File: src/rtl/usb_tx_packet_sequencer.sv
// Purpose: sequences SYNC, PID, token/payload bytes, CRC16 and EOP from FWFT FIFOs into byte loads for the USB shifter.
// Latency: first tx_load (SYNC) two cycles after pkt_ready & !pid_empty in IDLE; loads then spaced at least BYTE_PERIOD cycles apart.
// Backpressure: tx_ready low stalls the current byte slot indefinitely; an empty payload FIFO at a due slot aborts the packet straight to EOP.
module usb_tx_packet_sequencer #(
   parameter int         BYTE_PERIOD = 8,
   parameter int         MAX_PAYLOAD = 64,
   parameter logic [7:0] SYNC_BYTE   = 8'h80,
   parameter int         IPG_CYCLES  = 16,
   parameter int         LEN_W       = $clog2(MAX_PAYLOAD + 1)
) (
   input  logic             clk,
   input  logic             n_rst,
   input  logic             pkt_ready,
   input  logic             pid_empty,
   input  logic [7:0]       pid_rdata,
   output logic             pid_pop,
   input  logic [LEN_W-1:0] data_len,
   input  logic [7:0]       nd_rdata,
   output logic             nd_pop,
   input  logic             data_empty,
   input  logic [7:0]       data_rdata,
   output logic             data_pop,
   input  logic [15:0]      crc_rdata,
   output logic             crc_pop,
   input  logic             tx_ready,
   output logic             tx_load,
   output logic [7:0]       tx_byte,
   output logic             eop_req,
   input  logic             eop_done,
   output logic             busy,
   output logic             pkt_done,
   output logic             err_pid,
   output logic             err_underrun
);

   localparam int PACE_W = $clog2(BYTE_PERIOD);
   localparam int CNT_W  = (LEN_W > 2) ? LEN_W : 2;
   localparam int GAP_W  = (IPG_CYCLES > 1) ? $clog2(IPG_CYCLES) : 1;

   localparam logic [LEN_W-1:0]  MAX_LEN    = LEN_W'(MAX_PAYLOAD);
   localparam logic [PACE_W-1:0] PACE_RELOAD = PACE_W'(BYTE_PERIOD - 1);
   localparam logic [GAP_W-1:0]  GAP_RELOAD  = GAP_W'(IPG_CYCLES - 1);

   typedef enum logic [3:0] {
      S_IDLE, S_FETCH, S_SYNC, S_PID, S_ND, S_DATA, S_CRC_LO, S_CRC_HI, S_EOP, S_GAP
   } state_t;

   state_t             state, state_d;
   logic [7:0]         pid_q;
   logic [CNT_W-1:0]   cnt;
   logic [PACE_W-1:0]  pace;
   logic [GAP_W-1:0]   gap_cnt;
   logic               eop_sent;
   logic [7:0]         tx_byte_q;
   logic [7:0]         byte_d;
   logic [1:0]         nd_cnt;
   logic               fetch_is_data;
   logic               pid_ok;
   logic               slot;

   // Decode the PID at the FIFO head: token-field byte count and integrity/length check
   always_comb begin
      nd_cnt = 2'd0;
      casez (pid_rdata[3:0])
         4'b??01: nd_cnt = 2'd2;
         4'b0100: nd_cnt = 2'd2;
         4'b1000: nd_cnt = 2'd3;
         default: nd_cnt = 2'd0;
      endcase
      fetch_is_data = (pid_rdata[1:0] == 2'b11);
      pid_ok = (pid_rdata[7:4] == ~pid_rdata[3:0]) && (!fetch_is_data || (data_len <= MAX_LEN));
   end

   assign slot = (pace == '0) && tx_ready;

   // State register
   always_ff @(posedge clk or negedge n_rst) begin
      if (!n_rst) state <= S_IDLE;
      else        state <= state_d;
   end

   // Next state and per-cycle strobes; tx_byte follows byte_d so it is valid with tx_load
   always_comb begin
      state_d      = state;
      byte_d       = tx_byte_q;
      tx_load      = 1'b0;
      pid_pop      = 1'b0;
      nd_pop       = 1'b0;
      data_pop     = 1'b0;
      crc_pop      = 1'b0;
      eop_req      = 1'b0;
      pkt_done     = 1'b0;
      err_pid      = 1'b0;
      err_underrun = 1'b0;
      case (state)
         S_IDLE: begin
            if (pkt_ready && !pid_empty) state_d = S_FETCH;
         end
         S_FETCH: begin
            if (pid_ok) begin
               state_d = S_SYNC;
            end else begin
               pid_pop = 1'b1;
               err_pid = 1'b1;
               state_d = S_IDLE;
            end
         end
         S_SYNC: begin
            if (slot) begin
               tx_load = 1'b1;
               byte_d  = SYNC_BYTE;
               state_d = S_PID;
            end
         end
         S_PID: begin
            if (slot) begin
               tx_load = 1'b1;
               byte_d  = pid_q;
               pid_pop = 1'b1;
               if (pid_q[1:0] == 2'b11) state_d = (cnt == '0) ? S_CRC_LO : S_DATA;
               else                     state_d = (cnt == '0) ? S_EOP : S_ND;
            end
         end
         S_ND: begin
            if (slot) begin
               tx_load = 1'b1;
               byte_d  = nd_rdata;
               nd_pop  = 1'b1;
               if (cnt == CNT_W'(1)) state_d = S_EOP;
            end
         end
         S_DATA: begin
            if (slot) begin
               if (data_empty) begin
                  // Payload ran dry: abandon the body and CRC, close the packet with EOP
                  err_underrun = 1'b1;
                  state_d      = S_EOP;
               end else begin
                  tx_load  = 1'b1;
                  byte_d   = data_rdata;
                  data_pop = 1'b1;
                  if (cnt == CNT_W'(1)) state_d = S_CRC_LO;
               end
            end
         end
         S_CRC_LO: begin
            if (slot) begin
               tx_load = 1'b1;
               byte_d  = crc_rdata[7:0];
               state_d = S_CRC_HI;
            end
         end
         S_CRC_HI: begin
            if (slot) begin
               tx_load = 1'b1;
               byte_d  = crc_rdata[15:8];
               crc_pop = 1'b1;
               state_d = S_EOP;
            end
         end
         S_EOP: begin
            if (!eop_sent) begin
               if (pace == '0) eop_req = 1'b1;
            end else if (eop_done) begin
               pkt_done = 1'b1;
               state_d  = S_GAP;
            end
         end
         S_GAP: begin
            if (gap_cnt == '0) state_d = S_IDLE;
         end
         default: state_d = S_IDLE;
      endcase
   end

   assign tx_byte = byte_d;
   assign busy    = (state != S_IDLE);

   // Datapath: latched PID, body byte counter, byte pacing, EOP handshake flag, gap timer
   always_ff @(posedge clk or negedge n_rst) begin
      if (!n_rst) begin
         pid_q     <= 8'h00;
         cnt       <= '0;
         pace      <= '0;
         gap_cnt   <= '0;
         eop_sent  <= 1'b0;
         tx_byte_q <= 8'h00;
      end else begin
         tx_byte_q <= byte_d;

         if (state == S_FETCH) begin
            pid_q <= pid_rdata;
            cnt   <= fetch_is_data ? CNT_W'(data_len) : CNT_W'(nd_cnt);
         end else if (tx_load && (state == S_ND || state == S_DATA)) begin
            cnt <= cnt - CNT_W'(1);
         end

         if (tx_load)           pace <= PACE_RELOAD;
         else if (pace != '0)   pace <= pace - PACE_W'(1);

         if (state != S_EOP)    eop_sent <= 1'b0;
         else if (eop_req)      eop_sent <= 1'b1;

         if (pkt_done)                               gap_cnt <= GAP_RELOAD;
         else if (state == S_GAP && gap_cnt != '0)   gap_cnt <= gap_cnt - GAP_W'(1);
      end
   end

endmodule

File: config.mk
export PLATFORM = sky130hd
export DESIGN_NAME = usb_tx_packet_sequencer
export DESIGN_NICKNAME = d
export VERILOG_FILES = /design/src/rtl/usb_tx_packet_sequencer.sv
export SDC_FILE = /design/constraint.sdc
export NUM_CORES = 1
export LEC_CHECK = 0
export CORE_ASPECT_RATIO = 0.75
export CORE_MARGIN = 1.5
export CORE_UTILIZATION = 45
export CTS_BUF_LIST = sky130_fd_sc_hd__clkbuf_2 sky130_fd_sc_hd__clkbuf_4 sky130_fd_sc_hd__clkbuf_8
export DETAILED_ROUTE_END_ITERATION = 10
export PLACE_DENSITY = 0.79
export SETUP_SLACK_MARGIN = 0.15
export SLEW_MARGIN = 15
export SYNTH_ARGS = -nofsm -noshare
export SYNTH_HDL_FRONTEND = slang
export SYNTH_SLANG_ARGS = --single-unit
File: constraint.sdc
create_clock -name clk -period 1.87 [get_ports clk]
set_input_delay 0.374 -clock clk [delete_from_list [all_inputs] [get_ports clk]]
set_output_delay 0.374 -clock clk [all_outputs]
set_load 0.01 [all_outputs]
==> run summary, run 1 <==
The final critical-path required period came out at 2782 ps. The share of layout cells above drive strength 1 came out at 52.30%. The number of slew-limit violations in the final report is 0. The number of unique standard cell types used by synthesis came out at 62. Across the VDD grid, the largest voltage drop is 1.102 mV. The number of antenna violations at the first check in global routing was 0. STA classifies the critical path endpoint as an output port. The number of design-rule violations left by the first detailed-router iteration came out at 644. The synthesis-to-finish area growth came out at 98.84%.

The clock reaches the later pin of the worst-skew pair after 310 ps. Yosys mapped a number of flops with a built-in enable equal to 0. The total nets after synthesis came out at 342.

The clock sink count is 35. Averaged over all synthesized cells, the footprint is 8.776 sq um. The antenna violation net count after detailed routing came out at 0. The required time at the worst-slack endpoint came out at 1500 ps. The total via count after detailed routing is 3,791. The power density relative to cell area came out at 1725 nW/um^2. The overall routed net length came out at 15,600 microns.

The average detailed-routed wire length per instance is 28.20 microns. The longest clock path from root to sink contains 2 buffers. The via count of the first global-routing pass was 3,347. In the global route stage, overall resource usage came out at 39.17%.

The min-delay analysis places its worst path in the category primary input to flop. Routability-driven placement finished with a final weighted congestion of 0.9300. The final reports fail on setup timing. The async set-reset flop share out of synthesis came out at 100.0%. The number of stages on the worst hold path is 3. The number of iterations in the first detailed-routing pass came out at 6. The tree is rooted in a sky130_fd_sc_hd__clkbuf_8. Setup repair after global routing could not meet its margin everywhere. The maximum operating frequency came out at 359.5 MHz.

The fraction of the yosys area taken by sequential cells came out at 35.39%. Headroom to the max-slew limit came out at 59.52%. The sum of overflow across all layers after global routing came out at 0. Yosys printed 0 warnings. Synthesis inferred 35 register bits.

For the pin with the worst max-slew slack, the measured transition is 602.6 ps. The total power consumption of the routed design came out at 8.487 mW. The length in cells of the worst reg-to-reg path is 9.

The number of top-level design ports came out at 72. In the synthesized netlist the dominant register cell turns out to be sky130_fd_sc_hd__dfrtp_1. The count of antenna diodes in the layout came out at 0. The worst setup path is launched from a flop. The uppermost metal layer occupied by signal nets is met5.

Summed over all nets, the half-perimeter wirelength after detailed placement is 6120 microns. The clock edge transition at the registers on the reported setup and hold paths is 80 ps. The synthesized design devotes to its leading area cell type 35.39% of total area.

The vertical die dimension is 67.23 microns. The maximum net fanout on the critical path is 6. Sorting the synthesized cells by area gives the leading types as sky130_fd_sc_hd__dfrtp_1 35%, sky130_fd_sc_hd__nand2_1 5.9%, sky130_fd_sc_hd__mux2_2 3.2%. The CTS tree is yes. The first-pass GRT wire length came out at 17,170 microns.

The floorplan has 23 rows. The final number of hold-violating endpoints came out at 0. The number of hold buffers added after CTS is 0. The maximum number of pins on one net before global-route repair came out at 36. Buffers placed on the I/O ports in this run total 71.

The data arrival time of the critical path is 2410 ps. The sum of met2 wire segment lengths after detailed routing came out at 6456 microns. The met3 routed wirelength came out at 2312 microns. The post-route clock skew is 6.299 ps. Setup violations remaining at the end of the flow were counted as 38. The initial core utilization is 46.49%.

The max capacitance violation total came out at 0. The post-synthesis cell count came out at 282. The flow ran to the end, but the final reports show violations. The final clock period utilization by the worst path came out at 148.8%. The critical path class is flop to output port. The final cell utilization of the core came out at 92.43%. The clock buffer count from CTS is 5. The number of DRC violations after detailed routing is 0. The detailed router put a total of 5142 microns of wire on met1. The via count normalized by instance count is 6.855. The post-synthesis instance area came out at 2475 sq um. Setup slack on the critical path of the routed design comes to -912.0 ps. The maximum level of the CTS H-tree is 2. The number of nets in the layout is 537.

Summed over all instances, the cell type with the most area after synthesis is sky130_fd_sc_hd__dfrtp_1. The leakage power of the design came out at 2.236 nW. From left edge to right edge, the die measures 88.63 microns. After floorplanning, the core was sized to cover 5324 sq um. The die covers 5958 sq um.
layout by cell type, fill, tap and decap left out, types with 3 or more instances in the layout:
master,Yosys,final
sky130_fd_sc_hd__a211o_1,7,7
sky130_fd_sc_hd__a21oi_1,7,4
sky130_fd_sc_hd__a21oi_2,0,3
sky130_fd_sc_hd__a22oi_2,0,8
sky130_fd_sc_hd__buf_2,7,9
sky130_fd_sc_hd__buf_4,0,96
sky130_fd_sc_hd__buf_6,0,42
sky130_fd_sc_hd__clkbuf_8,0,6
sky130_fd_sc_hd__clkdlybuf4s50_1,0,39
sky130_fd_sc_hd__dfrtp_1,35,31
sky130_fd_sc_hd__dfrtp_2,0,4
sky130_fd_sc_hd__dlygate4sd2_1,0,14
sky130_fd_sc_hd__ha_1,6,4
sky130_fd_sc_hd__inv_1,14,8
sky130_fd_sc_hd__inv_2,0,6
sky130_fd_sc_hd__mux2_2,7,3
sky130_fd_sc_hd__mux2_4,0,4
sky130_fd_sc_hd__mux2i_1,3,3
sky130_fd_sc_hd__nand2_1,39,30
sky130_fd_sc_hd__nand2_2,0,4
sky130_fd_sc_hd__nand2_4,0,4
sky130_fd_sc_hd__nand2b_1,7,3
sky130_fd_sc_hd__nand2b_4,0,4
sky130_fd_sc_hd__nand3_1,11,10
sky130_fd_sc_hd__nand4_1,3,3
sky130_fd_sc_hd__nor2_1,14,8
sky130_fd_sc_hd__nor2_4,0,6
sky130_fd_sc_hd__nor2b_1,7,4
sky130_fd_sc_hd__nor3_1,13,4
sky130_fd_sc_hd__nor3_2,0,6
sky130_fd_sc_hd__nor3_4,0,3
sky130_fd_sc_hd__nor4_4,2,3
sky130_fd_sc_hd__o211ai_1,3,3
sky130_fd_sc_hd__o21ai_0,7,3
sky130_fd_sc_hd__o21ai_1,2,5
sky130_fd_sc_hd__o22ai_1,7,4
sky130_fd_sc_hd__xnor2_1,6,6
sky130_fd_sc_hd__xor2_1,7,6
where the power goes:
part / leakage (nW) / internal (mW) / switching [mW]
Combinational: 1.75 / 3.03 / 3.30
Clock: 0.0474 / 0.301 / 0.332
Sequential: 0.438 / 1.09 / 0.440
registers in the layout (all words and copies together) (netlist names):
name	count
pid_q	8
tx_byte_q	8
cnt	7
gap_cnt	4
state	4
pace	3
eop_sent	1
repair_timing:
action | CTS | global route
resized for setup | 172 | 53
pin swaps | 33 | 21
setup buffers | 30 | 16
setup endpoints to repair | 33 | 43
gates cloned | 1 | 0
cells by family (layout without fill, tap and decap cells):
logic type,count (synthesis),count (layout),synth area share (%)
AO/OA/AOI/OAI,71,71,21.49
flip-flops,35,35,35.39
XOR/XNOR,13,13,4.601
multiplexers,10,10,4.399
adder cells (fa/ha/maj),6,6,3.033
buffers and inverters,30,225,4.904
AND/OR/NAND/NOR,117,118,26.19
worst max-delay path: stages (launching register included):
cell and delay (ps):
sky130_fd_sc_hd__dfrtp_2 480, sky130_fd_sc_hd__buf_6 160, sky130_fd_sc_hd__buf_6 100, sky130_fd_sc_hd__nor2_4 40, sky130_fd_sc_hd__buf_6 120, sky130_fd_sc_hd__a22oi_2 340, sky130_fd_sc_hd__a2bb2oi_2 250, sky130_fd_sc_hd__o22ai_2 140
sky130_fd_sc_hd__a211o_1 320, sky130_fd_sc_hd__buf_2 150
worst paths after layout:
path,start,endpoint,slack (ps)
min in group asynchronous,n_rst,tx_byte_q[1],500
min,pid_rdata[4],pid_q[4],450
max reg2reg,pace[0],cnt[1],-480
max in group asynchronous,n_rst,state[1],1010
min reg2reg,pid_q[7],pid_q[7],580
max,state[1],tx_byte[6],-910
through the flow:
step	TNS [ps]	std cells	hold WS (ps)	setup WS [ps]	area (sq um)
final	-16760	553	445.4	-912.0	4921
after global placement	-15060	498	460.5	-760.1	3985
after detailed placement	-15690	498	455.0	-782.8	3985
after global routing	-18490	553	458.6	-1009	4921
after floorplan	0	282	78.41	33.40	2645
after CTS	-7034	537	422.8	-438.7	4567
cells in the mapped netlist, types with 7 or more instances:
| cell type | count |
|---|---|
| sky130_fd_sc_hd__inv_1 | 14 |
| sky130_fd_sc_hd__nand3_1 | 11 |
| sky130_fd_sc_hd__nand2_1 | 39 |
| sky130_fd_sc_hd__nor2b_1 | 7 |
| sky130_fd_sc_hd__buf_2 | 7 |
| sky130_fd_sc_hd__o22ai_1 | 7 |
| sky130_fd_sc_hd__a211o_1 | 7 |
| sky130_fd_sc_hd__nor2_1 | 14 |
| sky130_fd_sc_hd__xor2_1 | 7 |
| sky130_fd_sc_hd__nand2b_1 | 7 |
| sky130_fd_sc_hd__nor3_1 | 13 |
| sky130_fd_sc_hd__dfrtp_1 | 35 |
| sky130_fd_sc_hd__mux2_2 | 7 |
| sky130_fd_sc_hd__o21ai_0 | 7 |
| sky130_fd_sc_hd__a21oi_1 | 7 |
| sky130_fd_sc_hd__clkbuf_1 | 9 |
| sky130_fd_sc_hd__a22oi_1 | 10 |
final cells by class:
class | count | area (sq um)
multi-input combinational | 218 | 1993
fill | 174 | 402.9
clock inverter | 2 | 16.27
timing repair buffer | 203 | 1802
clock buffer | 6 | 82.58
inverter | 14 | 52.55
sequential | 35 | 880.8
tap | 75 | 93.84
routing by layer:
layer,GRT usage (%),vias to the layer above
met1,45.12,1747
met5,0,-
met4,25.20,4
met2,64.68,434
met3,10.64,179
li1,-,1427
Note: power is estimated with default switching activity, not from simulation.
==> run 2: changes to the inputs <==
--- a/config.mk
+++ b/config.mk
@@ -5,12 +5,14 @@
 export SDC_FILE = /design/constraint.sdc
 export NUM_CORES = 1
 export LEC_CHECK = 0
+export CAP_MARGIN = 10
 export CORE_ASPECT_RATIO = 0.75
 export CORE_MARGIN = 1.5
-export CORE_UTILIZATION = 45
+export CORE_UTILIZATION = 42
 export CTS_BUF_LIST = sky130_fd_sc_hd__clkbuf_2 sky130_fd_sc_hd__clkbuf_4 sky130_fd_sc_hd__clkbuf_8
 export DETAILED_ROUTE_END_ITERATION = 10
-export PLACE_DENSITY = 0.79
+export PLACE_DENSITY = 0.75
+export REMOVE_ABC_BUFFERS = 1
 export SETUP_SLACK_MARGIN = 0.15
 export SLEW_MARGIN = 15
 export SYNTH_ARGS = -nofsm -noshare
==> run summary, run 2 (synthesis results as in run 1) <==
Cells with a size suffix above 1 make up 53.77% of the layout. The leakage power of the design is 2.297 nW. After detailed routing, the number of remaining DRC violations is 0.

The largest registers in the layout are pid_q x8, tx_byte_q x8, cnt x7. The maximum level of the CTS H-tree came out at 2. The number of antenna violations at the first check in global routing is 0. The combined global-route utilization of all metal layers came out at 39.03%.

The library cell used most frequently in the layout, excluding fill and tap cells, is sky130_fd_sc_hd__buf_4. The synthesis-to-finish area growth is 103.0%. Once routing completed, OpenROAD measured the worst setup slack at -743.1 ps.

TritonCTS built the clock tree. Traced cell by cell, the critical path runs through buf_6 -> buf_4 -> inv_1 -> nor3_2 -> a221oi_2 -> nor3_1 -> a221o_1 -> buf_2. The antenna violation net count after detailed routing came out at 0.

The final number of hold-violating endpoints came out at 0. The maximum number of pins on one net before global-route repair came out at 36. The maximum net fanout on the critical path is 8. Net switching is 45.36% of the power.

The initial core utilization is 45.03%. The die is 91.64 microns wide. The placer congestion estimate came out at 0.9501. STA classifies the critical path startpoint as a flop.

The vertical die dimension is 69.48 microns. The number of buffers on the longest clock path is 2. The setup violation total in the final timing report came out at 46. The library cells used most frequently in the layout, excluding fill and tap cells, are 82 x sky130_fd_sc_hd__buf_4, 50 x sky130_fd_sc_hd__buf_6, 41 x sky130_fd_sc_hd__clkdlybuf4s50_1. The peak per-stage delay on the critical path came out at 470 ps. STA puts the critical path data arrival time at 2240 ps.

The sum of overflow across all layers after global routing is 0. The run finished, with violations left. The worst-path cell with the longest stage delay is sky130_fd_sc_hd__dfrtp_2. The max capacitance violation total came out at 0.

The total half-perimeter wirelength after legalization and detailed placement is 6217 microns. STA puts the critical path data required time at 1500 ps. The maximum operating frequency came out at 382.7 MHz. The clock reaches the later pin of the worst-skew pair after 300 ps. For this run, the detailed router's first-pass iteration total came to 5. Sequential cells account for 17.6% of the total power. The clock buffer count from CTS is 5. The via count of the first global-routing pass came out at 3,573.

The detailed router used layers up to and including met4. Port buffering added 71 buffers. The worst setup path is of the flop to output port kind. The element type at the critical path end is an output port. The internal power consumption came out at 4.698 mW. The clock share of power is 8.2%.

Counting cells, the worst reg-to-reg path comes to 12. The root buffer cell is sky130_fd_sc_hd__clkbuf_8. The floorplan has 23 rows. The met3 routed wirelength is 1742 microns.

The fraction of power consumed by combinational cells is 74.2%. The overall routed net length is 14,530 microns. In this run the worst setup path terminates at tx_byte[1].

In this run the critical register-to-register path is launched from state[1]. The post-route clock skew is 4.031 ps. The reg-to-reg critical path endpoint is state[3]. After the last flow step, the layout net total stands at 538.

Across the VDD grid, the largest voltage drop is 1.033 mV. Setup repair after global routing could not meet its margin everywhere. The core box area came out at 5497 sq um. At the pin with the least slew margin, the transition time is 583.7 ps. The final critical-path required period is 2613 ps. The power density relative to cell area is 1711 nW/um^2. Tracing the worst setup path back leads to its startpoint at state[0]. The detailed-route wire length on metal 1 is 4773 microns. The clock edge transition at the registers on the reported setup and hold paths came out at 80 ps. The die covers 6367 sq um. The number of hold buffers added after CTS came out at 0.

The sum of met2 wire segment lengths after detailed routing is 6470 microns. The tightest hold path in the finished design has a slack of 441.1 ps. The final clock period utilization by the worst path came out at 139.7%. The post-placement setup slack came out at -838.7 ps. The setup slack of the worst register-to-register path is -520 ps.

After detailed routing, the average wire length per cell comes to 26.27 microns. The number of slew-limit violations in the final report came out at 0. The checks that failed: setup timing. The net switching component of the power came out at 3.901 mW. The first-pass GRT wire length came out at 18,930 microns. The path class of the tightest hold or removal check is primary input to flop. The tightest slew margin relative to the limit came out at 60.79%. The count of antenna diodes in the layout came out at 0. The total via count after detailed routing is 3,724. Clock tree synthesis found a total of 35 sinks. During I/O placement, the number of pins put on the boundary was 72. The via count normalized by instance count came out at 6.734. The number of design-rule violations left by the first detailed-router iteration is 508.
-- run 2: power groups by stage --
stage / clock network, mW / logic [mW] / registers (mW)
6_report: 0.708 / 6.38 / 1.51
5_1_grt: 0.731 / 6.56 / 1.51
4_1_cts: 0.680 / 4.92 / 1.40
3_5_place_dp: 0 / 3.72 / 1.36
3_3_place_gp: 0 / 3.65 / 1.34
2_1_floorplan: 0 / 1.83 / 1.40
-- run 2: critical path, delay by kind of cell, from the launching register on --
kind	cells	cell delay (ps)
AO/OA/AOI/OAI	2	280
buffers and inverters	4	550
flip-flops	1	470
AND/OR/NAND/NOR	2	640
-- run 2: repair_timing --
item	CTS	global route
gates cloned	3	1
setup endpoints to repair	36	48
buffers inserted	31	13
gates resized for setup	202	61
pin swaps	47	21
-- run 2: through the flow --
stage	cells	utilization, %	area [sq um]	power [mW]	setup TNS (ps)
floorplan	266	-	2406	3.225	-2419
detailed placement	498	70.16	3856	5.074	-15600
finish	553	91.42	5025	8.599	-15280
CTS	539	84.54	4647	7.002	-6373
global placement	498	70.16	3856	4.986	-14390
global route	553	91.42	5025	8.802	-17030
-- run 2: cell type report --
| cell class | instances | area (sq um) |
|---|---|---|
| clock buffer | 5 | 68.82 |
| clock inverter | 2 | 37.54 |
| fill | 192 | 471.7 |
| inverter | 14 | 55.05 |
| multi-input combinational | 218 | 2021 |
| sequential | 35 | 879.6 |
| tap | 75 | 93.84 |
| timing repair buffer | 204 | 1869 |
-- run 2: per-layer routing --
layer	global-route usage, %	vias to the layer above
li1	-	1424
met1	43.93	1721
met2	64.68	405
met3	10.53	174
met4	26.22	0
met5	0	-
-- run 2: worst min-delay path by stage --
| stage | slack, ps | start | depth (start not counted) | to |
|---|---|---|---|---|
| floorplan | 80 | n_rst | 0 | cnt[0] |
| global placement | 460 | tx_byte_q[2] | 2 | tx_byte_q[2] |
| detailed placement | 470 | tx_byte_q[2] | 2 | tx_byte_q[2] |
| CTS | 450 | pid_rdata[4] | 3 | pid_q[4] |
| global route | 460 | pid_rdata[5] | 3 | pid_q[5] |
| finish | 440 | pid_rdata[5] | 3 | pid_q[5] |
